`src/rtl/ps2_host_tx_pkg.sv`:
```
// ps2_defs: shared definitions for the PS/2 host transmitter and receiver.
//   - ps2_state_e : transmitter FSM states
//   - ERR_*       : err_code values reported on an aborted transfer
//   - PS2_*       : default timing constants for a 50 MHz system clock
//   - odd_parity  : PS/2 frame parity bit for a data byte
package ps2_defs;

  typedef enum logic [2:0] {
    ST_IDLE,
    ST_INHIBIT,
    ST_REQ,
    ST_WAIT_START,
    ST_SHIFT,
    ST_ACK,
    ST_WAIT_IDLE
  } ps2_state_e;

  localparam logic [1:0] ERR_NONE           = 2'b00;
  localparam logic [1:0] ERR_START_TIMEOUT  = 2'b01;
  localparam logic [1:0] ERR_PACKET_TIMEOUT = 2'b10;
  localparam logic [1:0] ERR_NO_ACK         = 2'b11;

  localparam int unsigned PS2_INHIBIT_CYCLES = 6000;    // 120 us
  localparam int unsigned PS2_START_TIMEOUT  = 750000;  // 15 ms
  localparam int unsigned PS2_PACKET_TIMEOUT = 100000;  // 2 ms
  localparam int unsigned PS2_FILTER_DEPTH   = 8;

  // Parity bit that makes the total number of ones in data+parity odd.
  function automatic logic odd_parity(input logic [7:0] b);
    return ~^b;
  endfunction

endpackage

```
`src/rtl/ps2_host_tx_if.sv`:
```
// ps2_host_tx_if: command handshake plus open-collector line controls of the
// PS/2 host transmitter.
//   master : the transmitter (takes send/data_in and raw line levels,
//            drives status and the two output enables)
//   slave  : the user / board side (drives send, data_in, line levels)
interface ps2_host_tx_if;
  logic       send;
  logic [7:0] data_in;
  logic       busy;
  logic       done;
  logic       error;
  logic [1:0] err_code;
  logic       ps2_clk_oe;
  logic       ps2_dat_oe;
  logic       ps2_clk_in;
  logic       ps2_dat_in;

  modport master (
    input  send, data_in, ps2_clk_in, ps2_dat_in,
    output busy, done, error, err_code, ps2_clk_oe, ps2_dat_oe
  );

  modport slave (
    output send, data_in, ps2_clk_in, ps2_dat_in,
    input  busy, done, error, err_code, ps2_clk_oe, ps2_dat_oe
  );
endinterface

```
`src/rtl/ps2_line_filter.sv`:
```
// ps2_line_filter: deglitcher for a slow open-collector PS/2 line.
//   clk, rst_n : system clock, asynchronous active-low reset
//   line_in    : raw asynchronous line level
//   level      : filtered level; changes only after FILTER_DEPTH consecutive
//                synchronised samples of the new value
//   fall       : one-cycle strobe, high in the cycle level goes 1 -> 0
module ps2_line_filter
  import ps2_defs::*;
#(
  parameter int unsigned FILTER_DEPTH = PS2_FILTER_DEPTH
) (
  input  logic clk,
  input  logic rst_n,
  input  logic line_in,
  output logic level,
  output logic fall
);

  localparam int unsigned CW = $clog2(FILTER_DEPTH + 1);

  logic          sync1_q, sync1_d;
  logic          sync2_q, sync2_d;
  logic          level_q, level_d;
  logic          fall_q,  fall_d;
  logic [CW-1:0] cnt_q,   cnt_d;

  always_comb begin
    sync1_d = line_in;
    sync2_d = sync1_q;
    level_d = level_q;
    fall_d  = 1'b0;
    cnt_d   = '0;
    // Any sample agreeing with the current level restarts the run count.
    if (sync2_q != level_q) begin
      if (cnt_q == CW'(FILTER_DEPTH - 1)) begin
        level_d = sync2_q;
        fall_d  = ~sync2_q;
      end else begin
        cnt_d = cnt_q + 1'b1;
      end
    end
  end

  // Idle PS/2 lines float high, so the synchroniser resets to 1.
  always_ff @(posedge clk or negedge rst_n) begin
    if (!rst_n) begin
      sync1_q <= 1'b1;
      sync2_q <= 1'b1;
      level_q <= 1'b1;
      fall_q  <= 1'b0;
      cnt_q   <= '0;
    end else begin
      sync1_q <= sync1_d;
      sync2_q <= sync2_d;
      level_q <= level_d;
      fall_q  <= fall_d;
      cnt_q   <= cnt_d;
    end
  end

  assign level = level_q;
  assign fall  = fall_q;

endmodule

```
`src/rtl/ps2_host_tx.sv`:
```
// ps2_host_tx: host-to-device PS/2 transmitter. Sends one command byte using
// the inhibit / request-to-send / device-clocked sequence and checks the ack.
//   clock, reset_n : system clock, asynchronous active-low reset
//   bus (master)   : send/data_in request, busy/done/error/err_code status,
//                    ps2_clk_oe/ps2_dat_oe (1 = pull line low), raw line inputs
module ps2_host_tx
  import ps2_defs::*;
#(
  parameter int unsigned INHIBIT_CYCLES = PS2_INHIBIT_CYCLES,
  parameter int unsigned START_TIMEOUT  = PS2_START_TIMEOUT,
  parameter int unsigned PACKET_TIMEOUT = PS2_PACKET_TIMEOUT,
  parameter int unsigned FILTER_DEPTH   = PS2_FILTER_DEPTH
) (
  input logic          clock,
  input logic          reset_n,
  ps2_host_tx_if.master bus
);

  localparam int unsigned MAX_A = (INHIBIT_CYCLES > START_TIMEOUT) ? INHIBIT_CYCLES : START_TIMEOUT;
  localparam int unsigned MAX_T = (MAX_A > PACKET_TIMEOUT) ? MAX_A : PACKET_TIMEOUT;
  localparam int unsigned TW    = $clog2(MAX_T + 1);

  ps2_state_e state_q, state_d;
  logic [TW-1:0] tmr_q, tmr_d;   // per-state timer, cleared on every state entry
  logic [TW-1:0] pkt_q, pkt_d;   // packet timer, first falling edge .. WAIT_IDLE
  logic [3:0]    n_q, n_d;       // filtered falling edges seen in this frame
  logic [7:0]    data_q, data_d;
  logic          par_q, par_d;
  logic          busy_q, busy_d;
  logic          done_q, done_d;
  logic          error_q, error_d;
  logic [1:0]    err_q, err_d;
  logic          clk_oe_q, clk_oe_d;
  logic          dat_oe_q, dat_oe_d;
  logic          dat_s1_q, dat_s1_d;
  logic          dat_s2_q, dat_s2_d;

  logic clk_level;
  logic clk_fall;

  ps2_line_filter #(
    .FILTER_DEPTH(FILTER_DEPTH)
  ) u_clk_filter (
    .clk    (clock),
    .rst_n  (reset_n),
    .line_in(bus.ps2_clk_in),
    .level  (clk_level),
    .fall   (clk_fall)
  );

  always_comb begin
    state_d  = state_q;
    tmr_d    = tmr_q + 1'b1;
    pkt_d    = '0;
    n_d      = n_q;
    data_d   = data_q;
    par_d    = par_q;
    done_d   = 1'b0;
    error_d  = 1'b0;
    err_d    = err_q;
    dat_s1_d = bus.ps2_dat_in;
    dat_s2_d = dat_s1_q;

    unique case (state_q)
      ST_IDLE: begin
        n_d = '0;
        if (bus.send) begin
          data_d  = bus.data_in;
          par_d   = odd_parity(bus.data_in);
          err_d   = ERR_NONE;
          state_d = ST_INHIBIT;
        end
      end
      ST_INHIBIT: begin
        if (tmr_q == TW'(INHIBIT_CYCLES - 1)) state_d = ST_REQ;
      end
      ST_REQ: begin
        state_d = ST_WAIT_START;
      end
      ST_WAIT_START: begin
        if (clk_fall) begin
          n_d     = 4'd1;
          state_d = ST_SHIFT;
        end else if (tmr_q == TW'(START_TIMEOUT - 1)) begin
          error_d = 1'b1;
          err_d   = ERR_START_TIMEOUT;
          state_d = ST_IDLE;
        end
      end
      ST_SHIFT: begin
        pkt_d = pkt_q + 1'b1;
        if (clk_fall) begin
          n_d = n_q + 4'd1;
          if (n_q == 4'd9) state_d = ST_ACK;
        end else if (pkt_q == TW'(PACKET_TIMEOUT - 1)) begin
          error_d = 1'b1;
          err_d   = ERR_PACKET_TIMEOUT;
          state_d = ST_IDLE;
        end
      end
      ST_ACK: begin
        pkt_d = pkt_q + 1'b1;
        if (clk_fall) begin
          if (!dat_s2_q) begin
            state_d = ST_WAIT_IDLE;
          end else begin
            error_d = 1'b1;
            err_d   = ERR_NO_ACK;
            state_d = ST_IDLE;
          end
        end else if (pkt_q == TW'(PACKET_TIMEOUT - 1)) begin
          error_d = 1'b1;
          err_d   = ERR_PACKET_TIMEOUT;
          state_d = ST_IDLE;
        end
      end
      ST_WAIT_IDLE: begin
        pkt_d = pkt_q + 1'b1;
        if (clk_level) begin
          done_d  = 1'b1;
          state_d = ST_IDLE;
        end else if (pkt_q == TW'(PACKET_TIMEOUT - 1)) begin
          error_d = 1'b1;
          err_d   = ERR_PACKET_TIMEOUT;
          state_d = ST_IDLE;
        end
      end
      default: begin
        state_d = ST_IDLE;
      end
    endcase

    if (state_d != state_q || state_q == ST_IDLE) tmr_d = '0;

    // Line drives are registered from the next state, so every abort releases
    // both lines in the same cycle that error rises.
    busy_d   = (state_d != ST_IDLE);
    clk_oe_d = (state_d == ST_INHIBIT) || (state_d == ST_REQ);
    dat_oe_d = 1'b0;
    unique case (state_d)
      ST_REQ, ST_WAIT_START: dat_oe_d = 1'b1;
      ST_SHIFT: begin
        if (n_d >= 4'd1 && n_d <= 4'd8) dat_oe_d = ~data_d[3'(n_d - 4'd1)];
        else if (n_d == 4'd9)           dat_oe_d = ~par_d;
      end
      default: dat_oe_d = 1'b0;
    endcase
  end

  always_ff @(posedge clock or negedge reset_n) begin
    if (!reset_n) begin
      state_q  <= ST_IDLE;
      tmr_q    <= '0;
      pkt_q    <= '0;
      n_q      <= '0;
      data_q   <= '0;
      par_q    <= 1'b0;
      busy_q   <= 1'b0;
      done_q   <= 1'b0;
      error_q  <= 1'b0;
      err_q    <= ERR_NONE;
      clk_oe_q <= 1'b0;
      dat_oe_q <= 1'b0;
      dat_s1_q <= 1'b1;
      dat_s2_q <= 1'b1;
    end else begin
      state_q  <= state_d;
      tmr_q    <= tmr_d;
      pkt_q    <= pkt_d;
      n_q      <= n_d;
      data_q   <= data_d;
      par_q    <= par_d;
      busy_q   <= busy_d;
      done_q   <= done_d;
      error_q  <= error_d;
      err_q    <= err_d;
      clk_oe_q <= clk_oe_d;
      dat_oe_q <= dat_oe_d;
      dat_s1_q <= dat_s1_d;
      dat_s2_q <= dat_s2_d;
    end
  end

  assign bus.busy       = busy_q;
  assign bus.done       = done_q;
  assign bus.error      = error_q;
  assign bus.err_code   = err_q;
  assign bus.ps2_clk_oe = clk_oe_q;
  assign bus.ps2_dat_oe = dat_oe_q;

endmodule

```
`src/flat_wrapper.sv`:
```
// flat-port wrapper written by rule: the top's interface ports become plain ports
module ps2_host_tx_flat import ps2_defs::*;
#(
  parameter int unsigned INHIBIT_CYCLES = PS2_INHIBIT_CYCLES,
  parameter int unsigned START_TIMEOUT  = PS2_START_TIMEOUT,
  parameter int unsigned PACKET_TIMEOUT = PS2_PACKET_TIMEOUT,
  parameter int unsigned FILTER_DEPTH   = PS2_FILTER_DEPTH
)
  (clock, reset_n, bus_send, bus_data_in, bus_ps2_clk_in, bus_ps2_dat_in, bus_busy, bus_done, bus_error, bus_err_code, bus_ps2_clk_oe, bus_ps2_dat_oe);
  ps2_host_tx_if bus_i ();
  input logic clock;
  input logic reset_n;
  input wire logic [$bits(bus_i.send)-1:0] bus_send;
  input wire logic [$bits(bus_i.data_in)-1:0] bus_data_in;
  input wire logic [$bits(bus_i.ps2_clk_in)-1:0] bus_ps2_clk_in;
  input wire logic [$bits(bus_i.ps2_dat_in)-1:0] bus_ps2_dat_in;
  output wire logic [$bits(bus_i.busy)-1:0] bus_busy;
  output wire logic [$bits(bus_i.done)-1:0] bus_done;
  output wire logic [$bits(bus_i.error)-1:0] bus_error;
  output wire logic [$bits(bus_i.err_code)-1:0] bus_err_code;
  output wire logic [$bits(bus_i.ps2_clk_oe)-1:0] bus_ps2_clk_oe;
  output wire logic [$bits(bus_i.ps2_dat_oe)-1:0] bus_ps2_dat_oe;
  assign bus_i.send = bus_send;
  assign bus_i.data_in = bus_data_in;
  assign bus_i.ps2_clk_in = bus_ps2_clk_in;
  assign bus_i.ps2_dat_in = bus_ps2_dat_in;
  assign bus_busy = bus_i.busy;
  assign bus_done = bus_i.done;
  assign bus_error = bus_i.error;
  assign bus_err_code = bus_i.err_code;
  assign bus_ps2_clk_oe = bus_i.ps2_clk_oe;
  assign bus_ps2_dat_oe = bus_i.ps2_dat_oe;
  ps2_host_tx #(.INHIBIT_CYCLES(INHIBIT_CYCLES), .START_TIMEOUT(START_TIMEOUT), .PACKET_TIMEOUT(PACKET_TIMEOUT), .FILTER_DEPTH(FILTER_DEPTH)) u_core (.clock(clock), .reset_n(reset_n), .bus(bus_i));
endmodule
```
`config.mk`:
```
export PLATFORM = sky130hd
export DESIGN_NAME = ps2_host_tx_flat
export DESIGN_NICKNAME = d
export VERILOG_FILES = /design/src/rtl/ps2_host_tx_pkg.sv /design/src/rtl/ps2_host_tx_if.sv /design/src/rtl/ps2_line_filter.sv /design/src/rtl/ps2_host_tx.sv /design/src/flat_wrapper.sv
export SDC_FILE = /design/constraint.sdc
export NUM_CORES = 1
export LEC_CHECK = 0
export CORE_MARGIN = 8
export CORE_UTILIZATION = 35
export DETAILED_ROUTE_END_ITERATION = 7
export HOLD_SLACK_MARGIN = 0.08
export PLACE_DENSITY = 0.49
export SLEW_MARGIN = 20
export SYNTH_ARGS = -nofsm -noshare
export SYNTH_HDL_FRONTEND = slang
export SYNTH_SLANG_ARGS = --single-unit
```
`constraint.sdc`:
```
create_clock -name clock -period 2.9 [get_ports clock]
set_input_delay 0.435 -clock clock [delete_from_list [all_inputs] [get_ports clock]]
set_output_delay 0.435 -clock clock [all_outputs]
set_load 0.01 [all_outputs]
```
==> results of run 1 <==
placed cells by master (no fill, tap or decap), drive strengths merged, types with 5 or more instances in the layout:
cell	count
dfstp	5
inv	16
ha	9
nor2	60
a21oi	14
mux2	10
xor2	21
clkdlybuf4s50	18
o21ai	13
dfrtp	68
nand2	29
clkbuf	12
nand3	20
xnor2	25
nand4	13
buf	12
nor3	10
nor3b	5
critical path: cells and delay by family (launching register included):
family	cells	cell delay [ns]
compound gates	1	0.29
mux	2	0.82
buf+inv	2	0.40
simple gates	3	0.64
flops	1	0.38
kinds of logic (layout without fill, tap and decap cells):
group	after synthesis	after routing
xor gates and xnor gates	46	46
AOI/OAI and AO/OA	49	49
buffers and inverters	28	62
and+or+nand+nor	175	175
adders and majority gates	9	9
muxes	14	14
DFF	73	73
per-stage QoR:
step / area, sq um / worst slack [ns] / utilization, % / power, mW
after floorplan: 3890 / 0.282 / - / 1.17
after global placement: 4260 / -0.00311 / 39.3 / 1.23
after detailed placement: 4260 / -0.0661 / 39.3 / 1.23
after CTS: 4420 / 0.231 / 40.7 / 1.91
after global routing: 4420 / 0.108 / 40.7 / 1.98
final: 4420 / 0.262 / 40.7 / 1.88
power by group through the flow:
stage	clock, mW	sequential [mW]	combinational [mW]
6_report	0.674	1.09	0.120
5_1_grt	0.749	1.09	0.138
4_1_cts	0.702	1.09	0.124
3_5_place_dp	0	1.11	0.123
3_3_place_gp	0	1.10	0.122
2_1_floorplan	0	1.10	0.0713
flip-flops by register name (all words and copies together) (netlist names):
signal and count:
u_core.n_q 4, u_core.u_clk_filter.sync1_q 1, u_core.bus.ps2_dat_oe 1, u_core.bus.busy 1, u_core.state_q 3, u_core.bus.done 1, u_core.u_clk_filter.fall 1, u_core.bus.error 1
u_core.tmr_q 20, u_core.data_q 8, u_core.pkt_q 20, u_core.dat_s1_q 1, u_core.par_q 1, u_core.u_clk_filter.level 1, u_core.u_clk_filter.cnt_q 4, u_core.dat_s2_q 1
u_core.u_clk_filter.sync2_q 1, u_core.bus.ps2_clk_oe 1, u_core.bus.err_code 2
how the worst min path moves through the flow:
stage	depth (start not counted)	end	from
after floorplan	0	u_core.bus.busy	reset_n
after CTS	1	u_core.state_q[1]	reset_n
after global placement	0	u_core.u_clk_filter.sync2_q	u_core.u_clk_filter.sync1_q
final	1	u_core.data_q[3]	reset_n
after detailed placement	0	u_core.u_clk_filter.sync2_q	u_core.u_clk_filter.sync1_q
after global routing	1	u_core.data_q[3]	reset_n
per-layer routing:
layer	up-vias	part of all wire, %
met5	-	0
met4	0	1.5
met3	9	3.5
met2	26	47
met1	1398	48
li1	1430	-
layout make-up:
| class | instances | area (sq um) |
|---|---|---|
| well taps | 140 | 175 |
| clock buffers | 12 | 135 |
| clock inverters | 4 | 20.0 |
| multi-input cells | 293 | 1920 |
| fillers | 1077 | 6420 |
| repair buffers | 30 | 270 |
| inverters | 16 | 60.1 |
| flip-flops and latches | 73 | 1830 |
==> metrics.cfg, run 1 <==
[status]
status = finished clean

[floorplan]
fp.dieW_um = 121
die_area_sq_mm = 0.0148
num_rows = 38
initial_core_util_pct = 35.9
fp.dieH_um = 121
core_sq_mm = 0.0108
io_pins = 20

[drt]
drtIter0Drc = 125
first_pass_iters = 4
antenna_left = 0
drc = 0
via_per_inst = 5.04
wl_per_cell_um = 14.4
vias = 2863
finalWirelength_mm = 8.18

[sta]
fin_setup_tns_ns = 0
hold_ws_ns = 0.227
setup_violations = 0
max_freq_mhz = 379
fin_skew_ns = 0.00830
rsz0062_at_grt = no
layout_min_cycle_time_ns = 2.64
tightestPinTransition_ns = 0.933
maxSlewViolCount = 0
relSlewSlack_pct = 37.8
hold_violations = 0
fin_crit_sh_pct = 91.0

[min_path]
hold_path_class = in2async

[critical_path]
crit_fanout = 20
cp-endpoint = u_core.bus.ps2_dat_oe
r2r_slack_ns = 0.26
worstSetupEndpointType = flop
r2r-end = u_core.bus.ps2_dat_oe
worstSetupPathType = reg2reg
startpoint_type = flop
path_cells = buf_4, or3b_4, nor2_1, buf_4, mux2_2, mux4_2, nor3b_1, o32ai_1
worstPathRequired_ns = 3.14
r2r_start = u_core.state_q[1]
arrival_ns = 2.88
reg2regPathDepth = 8
critPathMaxStageDelay_ns = 0.46
cp_slowest_cell = mux4_2
startpoint = u_core.state_q[1]
path_common_cell = buf_4

[global_route]
grt_max_degree = 74
grt_pass1_vias = 2871
grt_use_met1_pct = 15.0
antenna_found_initial = 0
grt_overflow = 0
grt.busiest_layer = met2
met2_usage_pct = 18.6
grt_usage_pct = 11.8
global_route.usage.met3_pct = 3.40
grt_pass1_wl_mm = 13.9

[power]
p_sw_share_pct = 24.2
pwr-share-clk_pct = 35.9
pwr-share-seq_pct = 57.8
power_density_mw_per_mm2 = 426
power_frac_comb_pct = 6.4
irDropWorstVdd_v = 0.000321
total_leakage_power_nw = 1.79
switching_power_uw = 456
intPower_mw = 1.42

[synth]
syn_nets = 416
synth_top_cell_area_share_pct = 43.7
synth-compound-area-share_pct = 8.33
synth_most_common_cell = dfrtp_1
synth.area.mux_share_pct = 4.56
synthArstFlopShare_pct = 100
synth_fa_ha_area_share_pct = 2.89
synth_top_flop_cell = dfrtp_1
synth-edff-count = 0
ys.warnings.count = 0
netlist_area_sq_mm = 0.00389
yosys.area_share.simple_pct = 23.3
synth_area_leaders = dfrtp_1, nor2_1, xnor2_1, xor2_1, dfstp_2
yosysSeqAreaShare_pct = 47.1
yosysUniqueCellTypes = 57
synthTopCellsByCount = dfrtp_1, nor2_1, nand2_1, xnor2_1, xor2_1
synth-xor-area-share_pct = 10.4
synth_area_per_cell_sq_um = 9.88
synth_area_leader_cell = dfrtp_1
synth_seq_cells = 73
syn_inst = 394
synth_top_family_by_area = simple AND/OR/NAND/NOR gates

[clock_network]
htree_levels = 3
cts_num_sinks = 73
cts_tree = done
cts_resized = 0
clock_path_buffers = 2
post_cts_buffers = 0
insertion_delay_ns = 0.35
clock-root-buffer = clkbuf_8
cts_hold_buffers = 0
clk_pin_slew_ns = 0.08
cts_buffers = 9

[final_layout]
final_cells = 568
syn2layout_area_growth_pct = 13.5
num-nets-final = 445
drive_above_1_share_pct = 11.4
antenna_cells = 0

[flow_run]
maxCapViolations = 0

[place]
numPortBuffers = 19
hpwl_mm = 5.65
placedCellCount = 552
place_congestion = 0.765

Power figures use the tool's default switching activity.
==> inputs of run 2 (changes only) <==
==> constraint.sdc (replaced) <==
create_clock -name clock -period 2.9 [get_ports clock]
set_input_delay 0.58 -clock clock [delete_from_list [all_inputs] [get_ports clock]]
set_output_delay 0.58 -clock clock [all_outputs]
set_load 0.01 [all_outputs]
==> run 2 against run 1 <==
Setup slack worse by 0.080 ns. Routed wire length up 0.95%. Final cell count up 0.35%. Die area unchanged. Register-to-register slack about the same. Design area up 1.5%. Clock skew up 0.0074 ns. Sequential power about the same.
==> metrics.cfg, run 2 (same netlist as run 1, synthesis figures left out) <==
[critical_path]
arrival_ns = 2.97
crit_fanout = 10
crit_family = multiplexers
cp_slowest_cell = clkdlybuf4s50_1
startpoint_type = input pin
path_cells = clkdlybuf4s50_1, or3b_4, nor2_1, buf_4, mux2_2, mux4_2, nor3b_1, o32ai_1
worstSetupEndpointType = flop
worstSetupPathType = in2reg
r2r-end = u_core.bus.ps2_dat_oe
critPathMaxStageDelay_ns = 0.48
r2r_slack_ns = 0.27
r2r_start = u_core.state_q[0]
reg2regPathDepth = 8
worstPathRequired_ns = 3.15
cp_num_buf_inv = 2

[sta]
fin_skew_ns = 0.0157
hold_violations = 0
setup_violations = 0
fin_setup_tns_ns = 0
fin_crit_sh_pct = 93.7
tightestPinTransition_ns = 0.927
relSlewSlack_pct = 38.2
layout_min_cycle_time_ns = 2.72
max_freq_mhz = 368
maxSlewViolCount = 0
rsz0062_at_grt = no

[clock_network]
cts_buffers = 9
cts_hold_buffers = 0
clock_path_buffers = 2
clk_pin_slew_ns = 0.07
htree_levels = 3
cts_tree = done
insertion_delay_ns = 0.35
cts_resized = 0
cts_num_sinks = 73
post_cts_buffers = 0
clock-root-buffer = clkbuf_8

[power]
total_leakage_power_nw = 1.83
finalPower_mw = 2.05
irDropWorstVdd_v = 0.000347
power_density_mw_per_mm2 = 457

[global_route]
grt_pass1_wl_mm = 14.2
grt_usage_pct = 12.1
antenna_found_initial = 0
grt_use_met1_pct = 15.4
grt_overflow = 0
met2_usage_pct = 18.8
grt_max_degree = 74
global_route.usage.met3_pct = 3.68
grt_pass1_vias = 2832
grt.busiest_layer = met2

[drt]
via_per_inst = 4.97
finalWirelength_mm = 8.26
wl_per_cell_um = 14.5
antenna_left = 0
vias = 2831
drtIter0Drc = 168
drc = 0
first_pass_iters = 4

[floorplan]
fp.dieH_um = 121
io_pins = 20
fp.dieW_um = 121
die_area_sq_mm = 0.0148
initial_core_util_pct = 35.9
core_sq_mm = 0.0108
num_rows = 38

[final_layout]
mostFrequentLayoutCells = dfrtp_1, nor2_1, nand2_1
top_regs = u_core.pkt_q x20, u_core.tmr_q x20, u_core.data_q x8
num-nets-final = 447
syn2layout_area_growth_pct = 15.2
postLayoutCoreUtil_pct = 41.4
n_fill_cell = 1081
antenna_cells = 0
drive_above_1_share_pct = 12.1
final_common_cell = dfrtp_1

[min_path]
hold_path_depth = 0
hold_path_class = reg2reg
min_from = u_core.u_clk_filter.sync1_q
holdPathEnd = u_core.u_clk_filter.sync2_q

[place]
hpwl_mm = 5.83
numPortBuffers = 19
place_congestion = 0.762

[flow_run]
maxCapViolations = 0

[status]
status = finished clean

run 2: cell count changes in the layout (fill, tap and decap cells not counted), sizes merged:
cell,before,now
buf,12,14
bufinv,0,1
clkbuf,12,14
clkinv,4,1
run 2: worst register-to-register path: stages, from the launching register on:
cell and delay [ns]:
dfrtp_1 0.38, or2_2 0.33, nor2_1 0.14, nor2_1 0.05, a211o_1 0.33, ha_1 0.37
mux4_2 0.50, nor3b_1 0.15, o32ai_1 0.29
run 2: report_power, final:
part	internal, mW	switching, mW	leakage [nW]
logic	0.0619	0.0589	0.766
registers	1.06	0.0279	0.953
clock network	0.468	0.376	0.107
total	1.59	0.463	1.83
run 2: worst max-delay path by stage:
| stage | slack (ns) | from | cells after the start | end |
|---|---|---|---|---|
| CTS | 0.18 | bus_send | 8 | u_core.bus.ps2_dat_oe |
| global route | 0.1 | bus_send | 8 | u_core.bus.ps2_dat_oe |
| finish | 0.18 | bus_send | 8 | u_core.bus.ps2_dat_oe |
| detailed placement | -0.20 | bus_send | 8 | u_core.bus.ps2_dat_oe |
| floorplan | 0.28 | u_core.u_clk_filter.fall | 9 | u_core.bus.ps2_dat_oe |
| global placement | -0.15 | bus_send | 8 | u_core.bus.ps2_dat_oe |
run 2: area by class of cell:
type                            count  area, sq um  area share [%]
Multi-Input combinational cell    293         1920            42.9
Tap cell                          140          175            3.91
Inverter                           16         60.1            1.34
Clock buffer                       14          173            3.85
Clock inverter                      2         35.0           0.781
Timing Repair Buffer               32          285            6.36
Sequential cell                    73         1830            40.9
run 2: metal layers:
layer	up-vias	share of wire, %
met5	-	0
met4	0	1.4
met3	11	3.5
met2	31	46
met1	1359	49
li1	1430	-
run 2: per-stage QoR:
| step | instances | setup WS [ns] | hold slack (ns) | area, sq um |
|---|---|---|---|---|
| 6_report | 570 | 0.182 | 0.350 | 4480 |
| 3_5_place_dp | 554 | -0.198 | 0.348 | 4280 |
| 2_1_floorplan | 394 | 0.282 | 0.284 | 3890 |
| 5_1_grt | 570 | 0.0982 | 0.351 | 4480 |
| 4_1_cts | 570 | 0.181 | 0.350 | 4480 |
| 3_3_place_gp | 554 | -0.146 | 0.346 | 4280 |
